===== config.mk =====
export PLATFORM = sky130hd
export DESIGN_NAME = instr_fetch_unit
export DESIGN_NICKNAME = d
export VERILOG_FILES = /design/src/rtl/instr_fetch_unit.sv
export SDC_FILE = /design/constraint.sdc
export NUM_CORES = 1
export LEC_CHECK = 0
export ABC_AREA = 1
export CORE_ASPECT_RATIO = 0.7
export CORE_UTILIZATION = 35
export DETAILED_ROUTE_END_ITERATION = 8
export MAX_ROUTING_LAYER = met4
export PLACE_DENSITY = 0.71
export SETUP_SLACK_MARGIN = 0.3
export SYNTH_ARGS = -nofsm -noshare
export SYNTH_HDL_FRONTEND = slang
export SYNTH_SLANG_ARGS = --single-unit

===== constraint.sdc =====
create_clock -name clk_in -period 2.6 [get_ports clk_in]
set_clock_uncertainty 0.15 [all_clocks]
set_input_delay 0.39 -clock clk_in [delete_from_list [all_inputs] [get_ports clk_in]]
set_output_delay 0.39 -clock clk_in [all_outputs]
set_load 0.01 [all_outputs]

===== src/rtl/instr_fetch_unit.sv =====
// Fetch stage: owns the PC, issues one outstanding imem request at a time,
// and hands each fetched word plus its PC to the decode mux.
module instr_fetch_unit #(
  parameter logic [31:0] RESET_PC = 32'h0000_0000,
  parameter logic [31:0] TRAP_PC  = 32'h0000_0100
) (
  input  logic        clk_in,
  input  logic        rst_n_in,
  input  logic        stall_in,
  input  logic        redirect_in,
  input  logic [31:0] redirect_pc_in,
  output logic        imem_req_out,
  output logic [31:0] imem_addr_out,
  input  logic        imem_ready_in,
  input  logic [31:0] imem_rdata_in,
  output logic [31:0] instr_out,
  output logic [31:0] pc_out,
  output logic        instr_valid_out,
  output logic        flush_out,
  output logic        misaligned_out
);

  localparam logic [31:0] NOP = 32'h0000_0013;

  typedef enum logic [1:0] {
    IDLE,
    RUN,
    REDIR
  } state_t;

  state_t      state;
  state_t      state_nxt;
  logic [31:0] pc_reg;
  logic        accept;
  logic        hs;
  logic        target_ok;

  assign accept        = ~stall_in | ~instr_valid_out;
  assign imem_req_out  = (state == RUN) & accept & ~redirect_in;
  assign hs            = imem_req_out & imem_ready_in;
  assign imem_addr_out = pc_reg;
  assign flush_out     = ~instr_valid_out;
  assign target_ok     = (redirect_pc_in[1:0] == 2'b00);

  always_ff @(posedge clk_in or negedge rst_n_in) begin
    if (!rst_n_in) state <= IDLE;
    else           state <= state_nxt;
  end

  always_comb begin
    state_nxt = state;
    if (redirect_in) begin
      state_nxt = REDIR;
    end else begin
      case (state)
        IDLE:    state_nxt = RUN;
        RUN:     state_nxt = RUN;
        REDIR:   state_nxt = RUN;
        default: state_nxt = IDLE;
      endcase
    end
  end

  // Redirect beats stall and any in-flight data (req is already forced low)
  always_ff @(posedge clk_in or negedge rst_n_in) begin
    if (!rst_n_in) begin
      pc_reg          <= RESET_PC;
      pc_out          <= RESET_PC;
      instr_out       <= NOP;
      instr_valid_out <= 1'b0;
      misaligned_out  <= 1'b0;
    end else if (redirect_in) begin
      instr_out       <= NOP;
      instr_valid_out <= 1'b0;
      misaligned_out  <= ~target_ok;
      pc_reg          <= target_ok ? redirect_pc_in : TRAP_PC;
    end else begin
      misaligned_out <= 1'b0;
      if (hs) begin
        instr_out       <= imem_rdata_in;
        pc_out          <= pc_reg;
        instr_valid_out <= 1'b1;
        pc_reg          <= pc_reg + 32'd4;
      end else if (accept) begin
        instr_out       <= NOP;
        instr_valid_out <= 1'b0;
      end
    end
  end

endmodule


==> summary.txt, run 1 <==
Outcome
  – Status: complete, no violations

Place
  – HPWL Detailed: 10,800 um
  – GP Congestion: 0.8290
  – IO buf count: 168
  – Placed Area: 6669 um2

Worst setup path
  – Setup Crit Path Kind: in2out
  – CP Launch Type: input port
  – Critical Path RT: 2060 ps
  – Crit. End Element: output port
  – Flop2flop setup slack: 740 ps
  – Start point of the critical path: redirect_in
  – R2r worst-path depth: 9
  – Worst r2r src: imem_addr_out[3]
  – Worst EP arrival: 1730 ps
  – Worst setup endpoint: imem_req_out
  – Max Fanout on Critical Path: 2
  – FF-to-FF End: imem_addr_out[16]

Logic synthesis
  – Top FF cell, synth: dfrtp_1
  – Netlist cell types: 37
  – Number of flops mapped to enable cells by yosys: 0
  – Post-synthesis sequential area ratio: 51.90%
  – Ys async rst share: 100.0%
  – Post-Synthesis Cells: 544
  – Synthesized cell area: 4828 um2
  – Syn Area/Cell: 8.876 um2
  – FF+latch count, synth: 100
  – Syn_nets: 614
  – Yosys warnings: 0

Final layout
  – Nets: 779
  – Fraction of final layout cells with drive strength greater than 1: 10.92%
  – FILL cells: 1,255
  – Post-route cell area: 6997 um2
  – Number of diodes: 0
  – P&R area growth vs syn: 44.91%
  – Multi-input logic area: 2007 um2
  – Final cell utilization of the core: 52.56%
  – Seq. cell area: 2506 um2

Pwr
  – Max VDD drop: 0.3352 mV
  – Pleak: 3.053 nW
  – Power per cell area: 605.4 nW/um2

GRT
  – Vias in the first global route: 4,410
  – Largest net degree at the start of global routing: 43
  – Global-route wire length before repair: 23,470 um
  – Initial antenna violation count: 0
  – Total track usage: 21.97%
  – Global route overflow: 0

Clock network
  – Cts repair resizes: 0
  – CTS tree: built
  – Clock transition at path regs: 70 ps
  – Clock sinks: 100
  – CTS root buffer: clkbuf_16
  – Max Root-Sink Buffers: 2
  – Num CTS Buffers: 9
  – H-tree levels: 3
  – Clock Latency Late Sink: 350 ps

STA
  – Finish-stage setup viols: 0
  – Final min period: 2269 ps
  – Tcrit/Tclk final: 87.26%
  – Slew @ Worst Pin: 405.0 ps
  – Fin. max-slew vios: 0
  – Final Hold Vio Count: 0
  – Final setup TNS: 0 ps
  – RSZ-0062 raised after global routing: false
  – Min Hold Slack: 314.1 ps
  – Max Clk Rate: 440.8 MHz
  – Max-slew headroom: 73.00%

Route
  – Total number of vias: 4,497
  – WL per Instance: 16.17 um
  – Detailed Route Iter0 Violations: 311
  – Total wire length: 14,530 um
  – Vias per cell: 5.002
  – Drt pass-1 iters: 5
  – Routed Antenna Nets: 0
  – DRC violations left: 0

Hold path
  – Worst hold-check path type: reg2reg

Floorplanning
  – Die H: 100.3 um
  – Starting Density: 36.27%
  – Die area: 14,280 um2
  – Ports: 169
  – Die width: 142.4 um
  – Core area: 13,310 um2
  – FP Rows: 35

Job
  – MaxCap Viol Count: 0
placed cells by master (no fill, tap or decap), types with 2 or more instances in the layout:
cell             synthesis  final
clkdlybuf4s50_1          0    167
inv_1                   36     36
dfstp_2                  3      3
a21oi_1                 27     27
o21ai_1                 22     22
inv_2                    2      2
nor2_2                   7      8
a22oi_2                  4      4
a21oi_2                 14     14
a22o_1                  29     29
dfrtp_1                 97     97
nor2_1                  47     46
nor3_1                   3      3
inv_8                    0      2
nand2_4                  2      2
xor2_1                   4      4
o22a_1                   3      3
clkinv_4                 1      4
clkbuf_16                0      9
nand2_2                  6      6
nand3_1                 40     40
nand2_1                140    140
nor2_4                   7      7
o21ai_0                 14     14
buf_4                    6     10
stage by stage:
step / power [mW] / worst slack, ps / std cells
6_report: 4.236 / 331.2 / 899
5_1_grt: 4.432 / 306.3 / 899
4_1_cts: 4.283 / 326.4 / 899
3_5_place_dp: 2.848 / 306.6 / 882
3_3_place_gp: 2.825 / 336.2 / 882
2_1_floorplan: 2.257 / 954.9 / 544
power by group:
group	internal (mW)	total (mW)	switching [mW]
combinational	0.502	0.938	0.436
clock	0.792	1.42	0.627
sequential	1.72	1.88	0.160
total	3.01	4.24	1.22
synthesized netlist by cell type (2+ instances only):
cell type,n,share of area [%]
inv_2,2,0.16
buf_4,6,0.93
o21ai_0,14,1.5
dfrtp_1,97,50
o21ai_1,22,2.3
a22oi_2,4,1.0
nor2_1,47,3.7
o22a_1,3,0.54
nor2_2,7,0.91
nand2_1,140,11
nor2_4,7,1.6
xor2_1,4,0.73
dfstp_2,3,1.6
nand2_2,6,0.78
a21oi_2,14,2.5
nor3_1,3,0.31
inv_1,36,2.8
a21oi_1,27,2.8
buf_6,4,0.93
buf_2,10,1.0
nand3_1,40,4.1
a22o_1,29,5.3
nand2_4,2,0.47
clkbuf_1,4,0.31
layout make-up:
cell class | count | share of cell area (%)
sequential | 100 | 35.82
tap | 185 | 3.308
clock buffer | 10 | 3.416
inverter | 40 | 2.253
clock inverter | 6 | 1.127
multi-input combinational | 379 | 28.68
timing repair buffer | 179 | 25.39
registers in the layout, indices dropped and copies added, names as in the netlist:
name	flops
imem_addr_out	32
instr_out	32
instr_valid_out	1
misaligned_out	1
pc_out	32
state	2
worst max-delay path: stages:
cell,delay [ps]
clkdlybuf4s50_1,420
or2_1,240
nor2_2,120
clkdlybuf4s50_1,550
how the worst min path moves through the flow:
stage	cells past startpoint	start	slack (ps)	to
after floorplan	0	rst_n_in	-60	imem_addr_out[0]
after detailed placement	1	rst_n_in	190	instr_out[9]
after global routing	1	state[1]	320	state[0]
after CTS	1	state[1]	320	state[0]
after global placement	1	rst_n_in	180	instr_out[5]
final	1	state[1]	310	state[0]
kinds of logic (layout without fill, tap and decap cells):
logic type / Yosys count / in the layout / synth area share, %
AOI/OAI and AO/OA: 116 / 116 / 16.35
DFF: 100 / 100 / 51.90
and+or+nand+nor: 256 / 256 / 23.66
adders and majority gates: 1 / 1 / 0.2591
xor gates and xnor gates: 6 / 6 / 1.244
buffers and inverters: 65 / 235 / 6.582
timing repair:
action | in CTS | in global routing
buffers inserted | 0 | 0
hold buffers | 1 | 0
endpoints found under the hold margin | 26 | 0
routing by layer:
layer,track usage [%],vias to the layer above,routed length [um]
li1,-,2129,-
met1,31.29,2200,6956
met2,32.73,156,6675
met3,3.483,12,782
met4,5.128,0,119
met5,-,-,0
(Power assumes the default switching activity.)
==> run 2, diff against run 1 <==
GPL_TIMING_DRIVEN = 0   (was not set)
==> run 2 against run 1 <==
Worst hold slack worse by 15 ps. Flip-flop and latch count stayed put. Die area stayed put. Fmax is 12% higher. Critical endpoint is now imem_addr_out[12]. Largest power group unchanged. Design area is 0.98% higher.
==> summary.txt, run 2 (synthesis gave the netlist of run 1 again) <==
Clock network
  – Clock sinks: 100
  – CTS tree: built
  – Clock Latency Late Sink: 350 ps
  – Number of post-CTS setup repair buffers: 0
  – CTS root buffer: clkbuf_16
  – Max Root-Sink Buffers: 2
  – Clock transition at path regs: 70 ps
  – H-tree levels: 3
  – Num CTS Buffers: 9

Place
  – GP Congestion: 0.8676
  – HPWL Detailed: 11,790 um
  – Placed cells: 898
  – IO buf count: 168

GRT
  – Largest net degree at the start of global routing: 73
  – Vias in the first global route: 4,271
  – Initial antenna violation count: 0
  – Total track usage: 22.89%
  – Global-route wire length before repair: 24,010 um
  – Global route overflow: 0

STA
  – Fin. max-slew vios: 0
  – Tcrit/Tclk final: 77.66%
  – Final Hold Vio Count: 0
  – RSZ-0062 raised after global routing: false
  – Max-slew headroom: 52.76%
  – Finish-stage setup viols: 0
  – Final min period: 2019 ps
  – Max Clk Rate: 495.3 MHz
  – Final setup TNS: 0 ps
  – Slew @ Worst Pin: 708.5 ps

Worst setup path
  – Worst path max stage delay: 620 ps
  – CP Launch Type: flip-flop
  – Setup Crit Path Kind: reg2out
  – Worst r2r src: imem_addr_out[3]
  – Worst EP arrival: 1480 ps
  – WP buf/inv: 1
  – R2r worst-path depth: 9
  – Flop2flop setup slack: 680 ps
  – Crit. End Element: output port
  – Start point of the critical path: imem_addr_out[12]
  – Cell family with most CP delay: buffers and inverters
  – Slowest CP cell: clkdlybuf4s50_1
  – FF-to-FF End: imem_addr_out[22]
  – Worst path cell trace: clkdlybuf4s50_1
  – Critical Path RT: 2060 ps
  – Max Fanout on Critical Path: 7

Route
  – Total number of vias: 4,551
  – WL per Instance: 17.01 um
  – DRC violations left: 0
  – Detailed Route Iter0 Violations: 364
  – Drt pass-1 iters: 5
  – Vias per cell: 4.974
  – Routed Antenna Nets: 0
  – Total wire length: 15,560 um

Hold path
  – Worst hold-check path type: reg2reg
  – Hold path startpoint: state[0]
  – WHS Endpoint: state[0]
  – Hold path cells: 1

Floorplanning
  – FP Rows: 35
  – Die area: 14,280 um2
  – Die width: 142.4 um
  – Ports: 169
  – Core area: 13,310 um2
  – Die H: 100.3 um
  – Starting Density: 36.27%

Final layout
  – Commonest non-fill, non-tap cells in the layout: 166 x clkdlybuf4s50_1, 140 x nand2_1, 97 x dfrtp_1, 47 x nor2_1, 40 x nand3_1
  – Number of diodes: 0
  – Final cell utilization of the core: 53.07%
  – P&R area growth vs syn: 46.33%
  – Leading cell type in the layout, fill and taps excluded: clkdlybuf4s50_1
  – Nets: 795
  – Fraction of final layout cells with drive strength greater than 1: 12.05%
  – Final Non-Filler Cells: 915

Outcome
  – Status: complete, no violations

Pwr
  – Pleak: 3.106 nW
  – Max VDD drop: 0.3595 mV
  – Power per cell area: 585.9 nW/um2

Job
  – MaxCap Viol Count: 0
-- run 2: cell count changes in the layout (fill, tap and decap cells not counted), sizes merged --
cell           delta
bufinv            -1
clkinvlp          +2
clkdlybuf4s50     -1
buf              +11
clkinv            -1
dlymetal6s2s      +1
clkbuf            +5
-- run 2: report_power, final --
group	total, mW	leakage (nW)	internal, mW	switching, mW
clock network	1.31	0.132	0.667	0.641
logic	0.952	1.68	0.510	0.443
registers	1.88	1.29	1.72	0.160
total	4.14	3.11	2.89	1.24
-- run 2: repair_timing --
action                     in CTS  in global routing
hold endpoints to repair       26                  0
hold buffers                    1                  0
setup endpoints to repair       0                  1
resized for setup               0                  1
-- run 2: through the flow --
step | power (mW) | instance area [um2] | setup slack (ps) | hold slack, ps
after floorplan | 2.257 | 4828 | 954.9 | -55.59
after global placement | 2.836 | 6741 | -2693 | 271.2
after detailed placement | 2.859 | 6766 | 293.1 | 192.1
after CTS | 4.161 | 7063 | 302.2 | 301.3
after global routing | 4.320 | 7066 | 536.0 | 336.3
final | 4.139 | 7066 | 580.8 | 299.4
-- run 2: worst max path at each step --
stage / endpoint / slack [ps] / cells past startpoint
after floorplan: imem_addr_out[22] / 950 / 9
after global placement: pc_out[17] / -2690 / 1
after detailed placement: imem_addr_out[23] / 290 / 6
after CTS: imem_req_out / 300 / 4
after global routing: imem_addr_out[17] / 540 / 1
final: imem_addr_out[12] / 580 / 1
-- run 2: layout make-up --
type | count | area, um2
Clock inverter | 6 | 57.56
Tap cell | 185 | 231.5
Clock buffer | 10 | 229.0
Fill cell | 1233 | 6247
Buffer | 25 | 160.2
Timing Repair Buffer | 170 | 1719
Inverter | 40 | 157.7
Multi-Input combinational cell | 379 | 2004
Sequential cell | 100 | 2506
-- run 2: metal layers --
layer	GRT usage [%]	up-vias	wire length [um]
li1	-	2164	-
met1	34.24	2208	7718
met2	32.62	163	6764
met3	3.483	16	924
met4	4.549	0	156
met5	-	-	0
